<file path="config.mk">
export PLATFORM = sky130hd
export DESIGN_NAME = uart_rx
export DESIGN_NICKNAME = d
export VERILOG_FILES = /design/src/rtl/uart_pkg.sv /design/src/rtl/counter.sv /design/src/rtl/uart_rx.sv
export SDC_FILE = /design/constraint.sdc
export NUM_CORES = 1
export LEC_CHECK = 0
export BUFFER_PORTS_ARGS = -buffer_cell sky130_fd_sc_hd__buf_2
export CAP_MARGIN = 20
export CORE_MARGIN = 2
export CORE_UTILIZATION = 30
export DETAILED_ROUTE_END_ITERATION = 16
export SLEW_MARGIN = 20
export SYNTH_ARGS = -nofsm -noshare
export SYNTH_HDL_FRONTEND = slang
export SYNTH_SLANG_ARGS = --single-unit
</file>
<file path="constraint.sdc">
create_clock -name clk -period 1.7 [get_ports clk]
set_input_delay 0.085 -clock clk [delete_from_list [all_inputs] [get_ports clk]]
set_output_delay 0.085 -clock clk [all_outputs]
set_load 0.05 [all_outputs]
</file>
<file path="src/rtl/uart_pkg.sv">
// Shared UART definitions: receiver state encoding, line levels and bit-timing helpers.
package uart_pkg;

    typedef enum logic [2:0] {
        IDLE,
        START,
        DATA,
        STOP,
        BREAK
    } uart_state_t;

    localparam logic UART_IDLE_LEVEL  = 1'b1;
    localparam logic UART_START_LEVEL = 1'b0;

    function automatic int unsigned bit_period_half(input int unsigned divisor);
        return divisor / 2;
    endfunction

endpackage

</file>
<file path="src/rtl/counter.sv">
// Free-running up-counter wrapping at MAX_VALUE, with synchronous active-high clear.
module counter #(
    parameter int unsigned WIDTH     = 4,
    parameter int unsigned MAX_VALUE = 15
) (
    input  logic             clk,
    input  logic             i_reset,
    output logic [WIDTH-1:0] o_count
);
    localparam logic [WIDTH-1:0] LAST = WIDTH'(MAX_VALUE);

    always_ff @(posedge clk) begin
        if (i_reset) begin
            o_count <= '0;
        end else if (o_count == LAST) begin
            o_count <= '0;
        end else begin
            o_count <= o_count + 1'b1;
        end
    end

endmodule

</file>
<file path="src/rtl/uart_rx.sv">
// UART receiver: 2-flop synchronised line, mid-bit start validation, centre-sampled
// LSB-first data, stop-bit check with single-cycle o_dv / o_frame_err pulses.
module uart_rx
    import uart_pkg::*;
#(
    parameter int unsigned WIDTH   = 8,
    parameter int unsigned DIVISOR = 100
) (
    input  logic             clk,
    input  logic             i_reset,
    input  logic             i_rx,
    output logic [WIDTH-1:0] o_data,
    output logic             o_dv,
    output logic             o_frame_err,
    output logic             o_busy
);
    localparam int unsigned   CW       = $clog2(DIVISOR);
    localparam int unsigned   BW       = $clog2(WIDTH + 1);
    localparam logic [CW-1:0] CNT_HALF = CW'(bit_period_half(DIVISOR) - 1);
    localparam logic [CW-1:0] CNT_FULL = CW'(DIVISOR - 1);
    localparam logic [BW-1:0] BIT_LAST = BW'(WIDTH - 1);

    logic              rx_meta, rx_s, rx_s_d;
    logic [1:0]        sync_vld;
    logic              armed;
    uart_state_t       state, state_next;
    logic [CW-1:0]     cnt;
    logic              cnt_clr;
    logic [BW-1:0]     bit_idx;
    logic [WIDTH-1:0]  shreg;
    logic [WIDTH:0]    shift_in;
    logic              do_shift, frame_ok, frame_bad;

    counter #(
        .WIDTH     (CW),
        .MAX_VALUE (DIVISOR - 1)
    ) u_sample_cnt (
        .clk     (clk),
        .i_reset (cnt_clr),
        .o_count (cnt)
    );

    always_comb begin
        state_next = state;
        do_shift   = 1'b0;
        frame_ok   = 1'b0;
        frame_bad  = 1'b0;
        shift_in   = {rx_s, shreg};
        case (state)
            IDLE: begin
                if (armed && rx_s_d == UART_IDLE_LEVEL && rx_s == UART_START_LEVEL)
                    state_next = START;
            end
            START: begin
                if (cnt == CNT_HALF)
                    state_next = (rx_s == UART_START_LEVEL) ? DATA : IDLE;
            end
            DATA: begin
                if (cnt == CNT_FULL) begin
                    do_shift = 1'b1;
                    if (bit_idx == BIT_LAST)
                        state_next = STOP;
                end
            end
            STOP: begin
                if (cnt == CNT_FULL) begin
                    if (rx_s == UART_IDLE_LEVEL) begin
                        frame_ok   = 1'b1;
                        state_next = IDLE;
                    end else begin
                        frame_bad  = 1'b1;
                        state_next = BREAK;
                    end
                end
            end
            BREAK: begin
                if (rx_s == UART_IDLE_LEVEL)
                    state_next = IDLE;
            end
            default: state_next = IDLE;
        endcase
        cnt_clr = i_reset || (state_next != state);
        o_busy  = (state == START) || (state == DATA) || (state == STOP);
    end

    always_ff @(posedge clk) begin
        if (i_reset) begin
            rx_meta     <= 1'b1;
            rx_s        <= 1'b1;
            rx_s_d      <= 1'b1;
            sync_vld    <= '0;
            armed       <= 1'b0;
            state       <= IDLE;
            bit_idx     <= '0;
            shreg       <= '0;
            o_data      <= '0;
            o_dv        <= 1'b0;
            o_frame_err <= 1'b0;
        end else begin
            rx_meta  <= i_rx;
            rx_s     <= rx_meta;
            rx_s_d   <= rx_s;
            sync_vld <= {sync_vld[0], 1'b1};
            // The sync flops reset high, so a line already low at reset release would
            // look like a falling edge; starts are only accepted once a real high is seen.
            if (sync_vld[1] && rx_s == UART_IDLE_LEVEL)
                armed <= 1'b1;
            state <= state_next;
            if (state == START)
                bit_idx <= '0;
            else if (do_shift)
                bit_idx <= bit_idx + 1'b1;
            if (do_shift)
                shreg <= shift_in[WIDTH:1];
            o_dv        <= frame_ok;
            o_frame_err <= frame_bad;
            if (frame_ok)
                o_data <= shreg;
        end
    end

endmodule
</file>
After elaboration in Yosys (flattened, before gate mapping):

Index checks and enable logic that the tools add are counted.

* flip-flop bits (word level): 38
* output and inout bits: 11
* logic and storage cells: 52

* eq/ne operators: 8
* reduce and logical (&&, ||, !) cells: 10
* add/subtract/negate cells: 2
* bitwise gates (word level): 3
* mux-type cells: 16

Operators with widths (count)
* 3-bit two-way mux: 7
* 3-bit case mux with 5 select lines: 1
* 7-bit by 1-bit adder with 7-bit output (second input constant): 1
* 7-bit by 6-bit == test with 1-bit output (second input constant): 1
* 7-bit == test (second input constant): 1
* 1-bit two-way mux: 7
* 3-bit by 2-bit == test with 1-bit output (second input constant): 2
* 4-bit by 1-bit adder with 4-bit output (second input constant): 1
* 4-bit by 3-bit == test with 1-bit output (second input constant): 1
* 2-bit OR reduction: 2
* 3-bit by 1-bit == test with 1-bit output (second input constant): 1
* 3-bit == test (second input constant): 1
* 1-bit logical AND: 3
* 3-bit zero test: 1
* 1-bit logical OR: 3
* 3-bit inequality test: 1
* 1-bit inverter: 3
* 3-bit OR reduction: 1
* 2-bit two-way mux: 1

Logic depth before layout (Yosys ltp):

* depth in word-level cells: 7
* gate-level depth with buffers: 7
* gate-level depth less buffers: 6

Cells and area by module:

From an unflattened synthesis, not the netlist that was laid out.

* cell total of the unflattened synthesis: 166
* area, all modules: 1671.6 um^2

Modules (own cells, without submodules)
* uart_rx: sequential area each 620.6 um^2, area each 1368.8 um^2, cells each 134, times used 1
* counter: sequential area each 140.1 um^2, area each 302.8 um^2, cells each 32, times used 1

Worst setup path before layout:

No wires, ideal clock.

* kind: reg2reg
* from: register u_sample_cnt.o_count[0]
* to: register o_data[0]
* path slack: 0.172 ns
* required time: 1.571 ns
* arrival: 1.399 ns
* library setup time: 0.129 ns
* stages on the path, launching flop included: 7
* cells stage by stage: dfxtp_1 > ha_1 > and4b_1 > buf_6 > nand4_2 > mux2i_1 > nor2_1

* word-level cells in the longest chain between the ends: 3

Ends and longest elaborated chain
* from (decl): RTL line counter.sv:8 `output logic [WIDTH-1:0] o_count`
* from (signal assigned): RTL line counter.sv:18 `o_count <= o_count + 1'b1;`
* 7-bit == test: RTL line uart_rx.sv:66 `if (cnt == CNT_FULL) begin`
* 1-bit two-way mux: RTL line uart_rx.sv:66
* 1-bit two-way mux: RTL line uart_rx.sv:49 `case (state)`
* to (signal assigned): RTL line uart_rx.sv:118 `o_data <= shreg;`
* to (decl): RTL line uart_rx.sv:12 `output logic [WIDTH-1:0] o_data,`

Every way passes these cells.
A chain may end at the register's enable or synchronous reset.

Final worst setup path:

* from: register u_sample_cnt.o_count[0]
* to: register bit_idx[3]

* word-level cells in the longest chain between the ends: 3

Ends and longest elaborated chain
* 7-bit == test: RTL line uart_rx.sv:59 `if (cnt == CNT_FULL) begin`
* 1-bit two-way mux: RTL line uart_rx.sv:59
* 1-bit two-way mux: RTL line uart_rx.sv:49
* to (signal assigned): RTL line uart_rx.sv:112 `bit_idx <= bit_idx + 1'b1;`
* to (decl): RTL line uart_rx.sv:29 `logic [BW-1:0] bit_idx;`

Every way passes these cells.

==> run_results.csv <==
group,metric,value,unit
drt,first_iter_violations,44,
power_and_ir_drop,power_density_over_cell_area,1060,nW/um2
sta,worst_tran_pin_value,539,ps
sta,report.final.setup_viol,0,
place,pre_cts_ws,115,ps
cells_and_area,flow.area_growth_from_synthesis,22.4,%
drt,drcViolationCount,0,
yosys,library_cells_used_by_synthesis,32,
sta,hold_slack,414,ps
worst_setup_path,cp.buffers_inverters,0,
yosys,synthesis.area_per_instance,10.2,um2
hold_path,min_delay_path_depth,1,
hold_path,worst_hold_startpoint,"rx_meta$_SDFF_PP1_",
place,gp_congestion,0.704,
die,design.die.area,5460,um2
clock_tree,clk_latency,290,ps
hold_path,holdPathEnd,"rx_s$_SDFF_PP1_",
worst_setup_path,arrival,1810,ps
power_and_ir_drop,peakVddDrop,0.000901,V
grt,grtUsageTotal,10.3,%
cells_and_area,antenna_cells_inserted,0,
outcome,run_status,"finished, final reports clean",
worst_setup_path,critPathSlowestCell,"sky130_fd_sc_hd__dfxtp_1",
hold_path,hp-class,"register to register",
sta,timing.max_slew.rel_slack,63.8,%
sta,finalHoldViolations,0,
worst_setup_path,worst_ep_required_time,1920,ps
die,ios,14,
sta,rsz0062_at_grt,"false",
yosys,synth_compound_gate_area_share,5.55,%
power_and_ir_drop,p_seq_share,47.9,%
yosys,synthMuxAreaShare,11.6,%
sta,timing_max_transition_violations_final,0,
die,core-area,4720,um2
clock_tree,ctsLongestPathBuffers,2,
worst_setup_path,timing.rr.start,"u_sample_cnt.o_count[0]$_SDFF_PP0_",
yosys,adder_and_majority_cell_fraction_of_the_synthesized_area,2.56,%
clock_tree,cts.reportedPaths.clkPinSlew,80,ps
sta,fmax,629,MHz
grt,grt_pass1_wl,4270,um
cells_and_area,design.final.nets,173,
grt,globalRouteOverflowTotal,0,
yosys,area_fraction_in_and_or_nand_and_nor_cells_after_synthesis,21.2,%
clock_tree,root_buffer,"sky130_fd_sc_hd__clkbuf_8",
cells_and_area,fillCellCount,499,
power_and_ir_drop,swShare,18.5,%
drt,wirelength,2490,um
grt,antenna_found_initial,0,
clock_tree,cts_num_sinks,38,
worst_setup_path,ff2ff_path_depth,5,
worst_setup_path,crit-reg2reg-capture,"bit_idx[3]$_SDFFE_PP0P_",
worst_setup_path,ff2ff_setup_slack,110,ps
yosys,ys_seq_elements,38,
sta,layout_worst_path_cycle_share,93.6,%
yosys,mappedNetlistNets,150,
clock_tree,post-cts-setup-buffer-count,0,
drt,drt_via_density,4.25,
drt,postRouteAntennaNets,0,
clock_tree,cts_tree,"done",
clock_tree,tritoncts.num_buffers,5,
worst_setup_path,slowest_delay,380,ps
grt,largest_net_degree_at_the_start_of_global_routing,25,
place,portBuffers,13,
power_and_ir_drop,p_leak,0.000829,uW
place,dp.final_hpwl,1680,um
power_and_ir_drop,power_switching,352,uW
die,die-height,73.9,um
clock_tree,total_number_of_h_tree_levels,2,
worst_setup_path,criticalPathCategory,"register to register",
drt,num_vias,999,
worst_setup_path,crit_path_start_kind,"register",
die,chip_width,73.9,um
job,timing.max_cap.violations,0,
yosys,post_synth_inst_count,144,
worst_setup_path,critPathMaxFanout,6,
yosys,synthXorXnorAreaFrac,4.18,%
cells_and_area,mostFrequentLayoutCell,"sky130_fd_sc_hd__dfxtp_1",
drt,firstDrtPassIters,4,
power_and_ir_drop,power.internal,1550,uW
cells_and_area,drive_above_1_share,20.2,%
worst_setup_path,crit_path_end_kind,"register",
power_and_ir_drop,power_frac_comb,2.8,%
sta,setup_tns,0,ps
yosys,synth_top_family_by_area,"simple AND/OR/NAND/NOR gates",
drt,avgRoutedWirePerCell,10.6,um
yosys,synth-seq-area-share,51.9,%
power_and_ir_drop,clockPowerShare,49.2,%
worst_setup_path,worst_path_dominant_cell_family,"simple AND/OR/NAND/NOR gates",
cells_and_area,top_library_cells_by_usage_in_the_layout_fill_and_taps_aside,"sky130_fd_sc_hd__dfxtp_1, sky130_fd_sc_hd__nor2_1, sky130_fd_sc_hd__mux2i_1",
die,floorplan.initialDensity,31.0,%
sta,finalWorstSetupSlack,110,ps
die,num_rows,25,
yosys,yosys_warnings,0,
grt,vias_in_the_first_global_route,959,
sta,clock-skew-final,8.04,ps
worst_setup_path,worstPathCellList,"ha_1 -> and4b_1 -> nand3_2 -> or3_1 -> a21oi_1",
sta,finalCriticalPeriod,1590,ps
yosys,post_synth_instance_area,1470,um2
layer usage:
layer | wire, um | global-route usage (%) | vias up
met1 | 1380 | 14.3 | 441
met5 | 0 | 0 | -
li1 | - | - | 540
met3 | 98 | 3.70 | 3
met4 | 24 | 4.24 | 0
met2 | 983 | 14.5 | 15
kinds of logic after synthesis:
| family | count (synthesis) |
|---|---|
| fa+ha+maj | 3 |
| xor+xnor | 7 |
| flops | 38 |
| buf+inv | 9 |
| simple gates | 58 |
| compound gates | 12 |
| mux | 17 |
worst register-to-register path: stages (launching register included):
cell and delay (ps):
sky130_fd_sc_hd__dfxtp_1 380, sky130_fd_sc_hd__ha_1 180, sky130_fd_sc_hd__and4b_1 330, sky130_fd_sc_hd__nand3_2 130, sky130_fd_sc_hd__or3_1 360, sky130_fd_sc_hd__a21oi_1 140
synthesized netlist by cell type, drive strengths merged:
cell type / number / area, um2
dfxtp: 38 / 761
nor2: 28 / 105
mux2i: 17 / 170
nor3: 6 / 30.0
a21oi: 5 / 28.8
inv: 5 / 18.8
nand3: 5 / 30.0
nand4: 4 / 31.3
xnor2: 4 / 35.0
ha: 3 / 37.5
or2: 3 / 18.8
xor2: 3 / 26.3
buf: 2 / 18.8
clkbuf: 2 / 7.51
nand2: 2 / 7.51
nand4b: 2 / 17.5
nor2b: 2 / 12.5
o21a: 2 / 15.0
or3: 2 / 12.5
and3: 1 / 6.26
and4b: 1 / 10.0
nor3b: 1 / 18.8
nor4bb: 1 / 10.0
o2111ai: 1 / 8.76
o211ai: 1 / 7.51
o21ai: 1 / 5.00
o31a: 1 / 8.76
o31ai: 1 / 7.51
worst max path at each step:
stage	startpoint	to	slack, ps	depth (start not counted)
3_3_place_gp	u_sample_cnt.o_count[5]$_SDFF_PP0_	u_sample_cnt.o_count[4]$_SDFF_PP0_	180	4
5_1_grt	u_sample_cnt.o_count[0]$_SDFF_PP0_	bit_idx[3]$_SDFFE_PP0P_	4	5
3_5_place_dp	u_sample_cnt.o_count[0]$_SDFF_PP0_	bit_idx[1]$_SDFFE_PP0P_	110	6
2_1_floorplan	u_sample_cnt.o_count[0]$_SDFF_PP0_	o_data[0]$_SDFFE_PP0P_	170	6
6_report	u_sample_cnt.o_count[0]$_SDFF_PP0_	bit_idx[3]$_SDFFE_PP0P_	110	5
4_1_cts	u_sample_cnt.o_count[0]$_SDFF_PP0_	bit_idx[3]$_SDFFE_PP0P_	100	5
sequential cells by signal, summed over array words and instances (netlist names):
signal                cells
armed                     1
rx_s_d                    1
u_sample_cnt.o_count      7
o_data                    8
shreg                     8
rx_meta                   1
bit_idx                   4
sync_vld                  2
o_frame_err               1
state                     3
rx_s                      1
o_dv                      1
final cells by class:
class,instances,area [um2],area share [%]
flip-flops and latches,38,761,42.4
multi-input cells,97,667,37.1
repair buffers,20,123,6.83
well taps,67,83.8,4.67
clock buffers,6,82.6,4.60
clock inverters,2,60.1,3.34
inverters,5,18.8,1.05
power by group through the flow:
| stage | Clock [uW] | Combinational [uW] | Sequential [uW] |
|---|---|---|---|
| floorplan | 0 | 33.2 | 933 |
| global placement | 0 | 50.1 | 934 |
| detailed placement | 0 | 49.9 | 934 |
| CTS | 959 | 53.7 | 913 |
| global route | 1000 | 61.6 | 915 |
| finish | 938 | 53.7 | 913 |
per-stage QoR:
step	total power (uW)	area, um2	utilization [%]	cells
after floorplan	966	1470	-	144
final	1900	1800	38.0	235
after global placement	984	1630	34.4	225
after CTS	1930	1790	37.9	235
after detailed placement	984	1630	34.4	225
after global routing	1980	1800	38.0	235
repair_timing:
action | CTS | global route
gates resized for setup | 0 | 1
hold buffers | 2 | 0
endpoints found under the setup margin | 0 | 1
hold endpoints to repair | 2 | 0
Note: power is estimated with default switching activity, not from simulation.
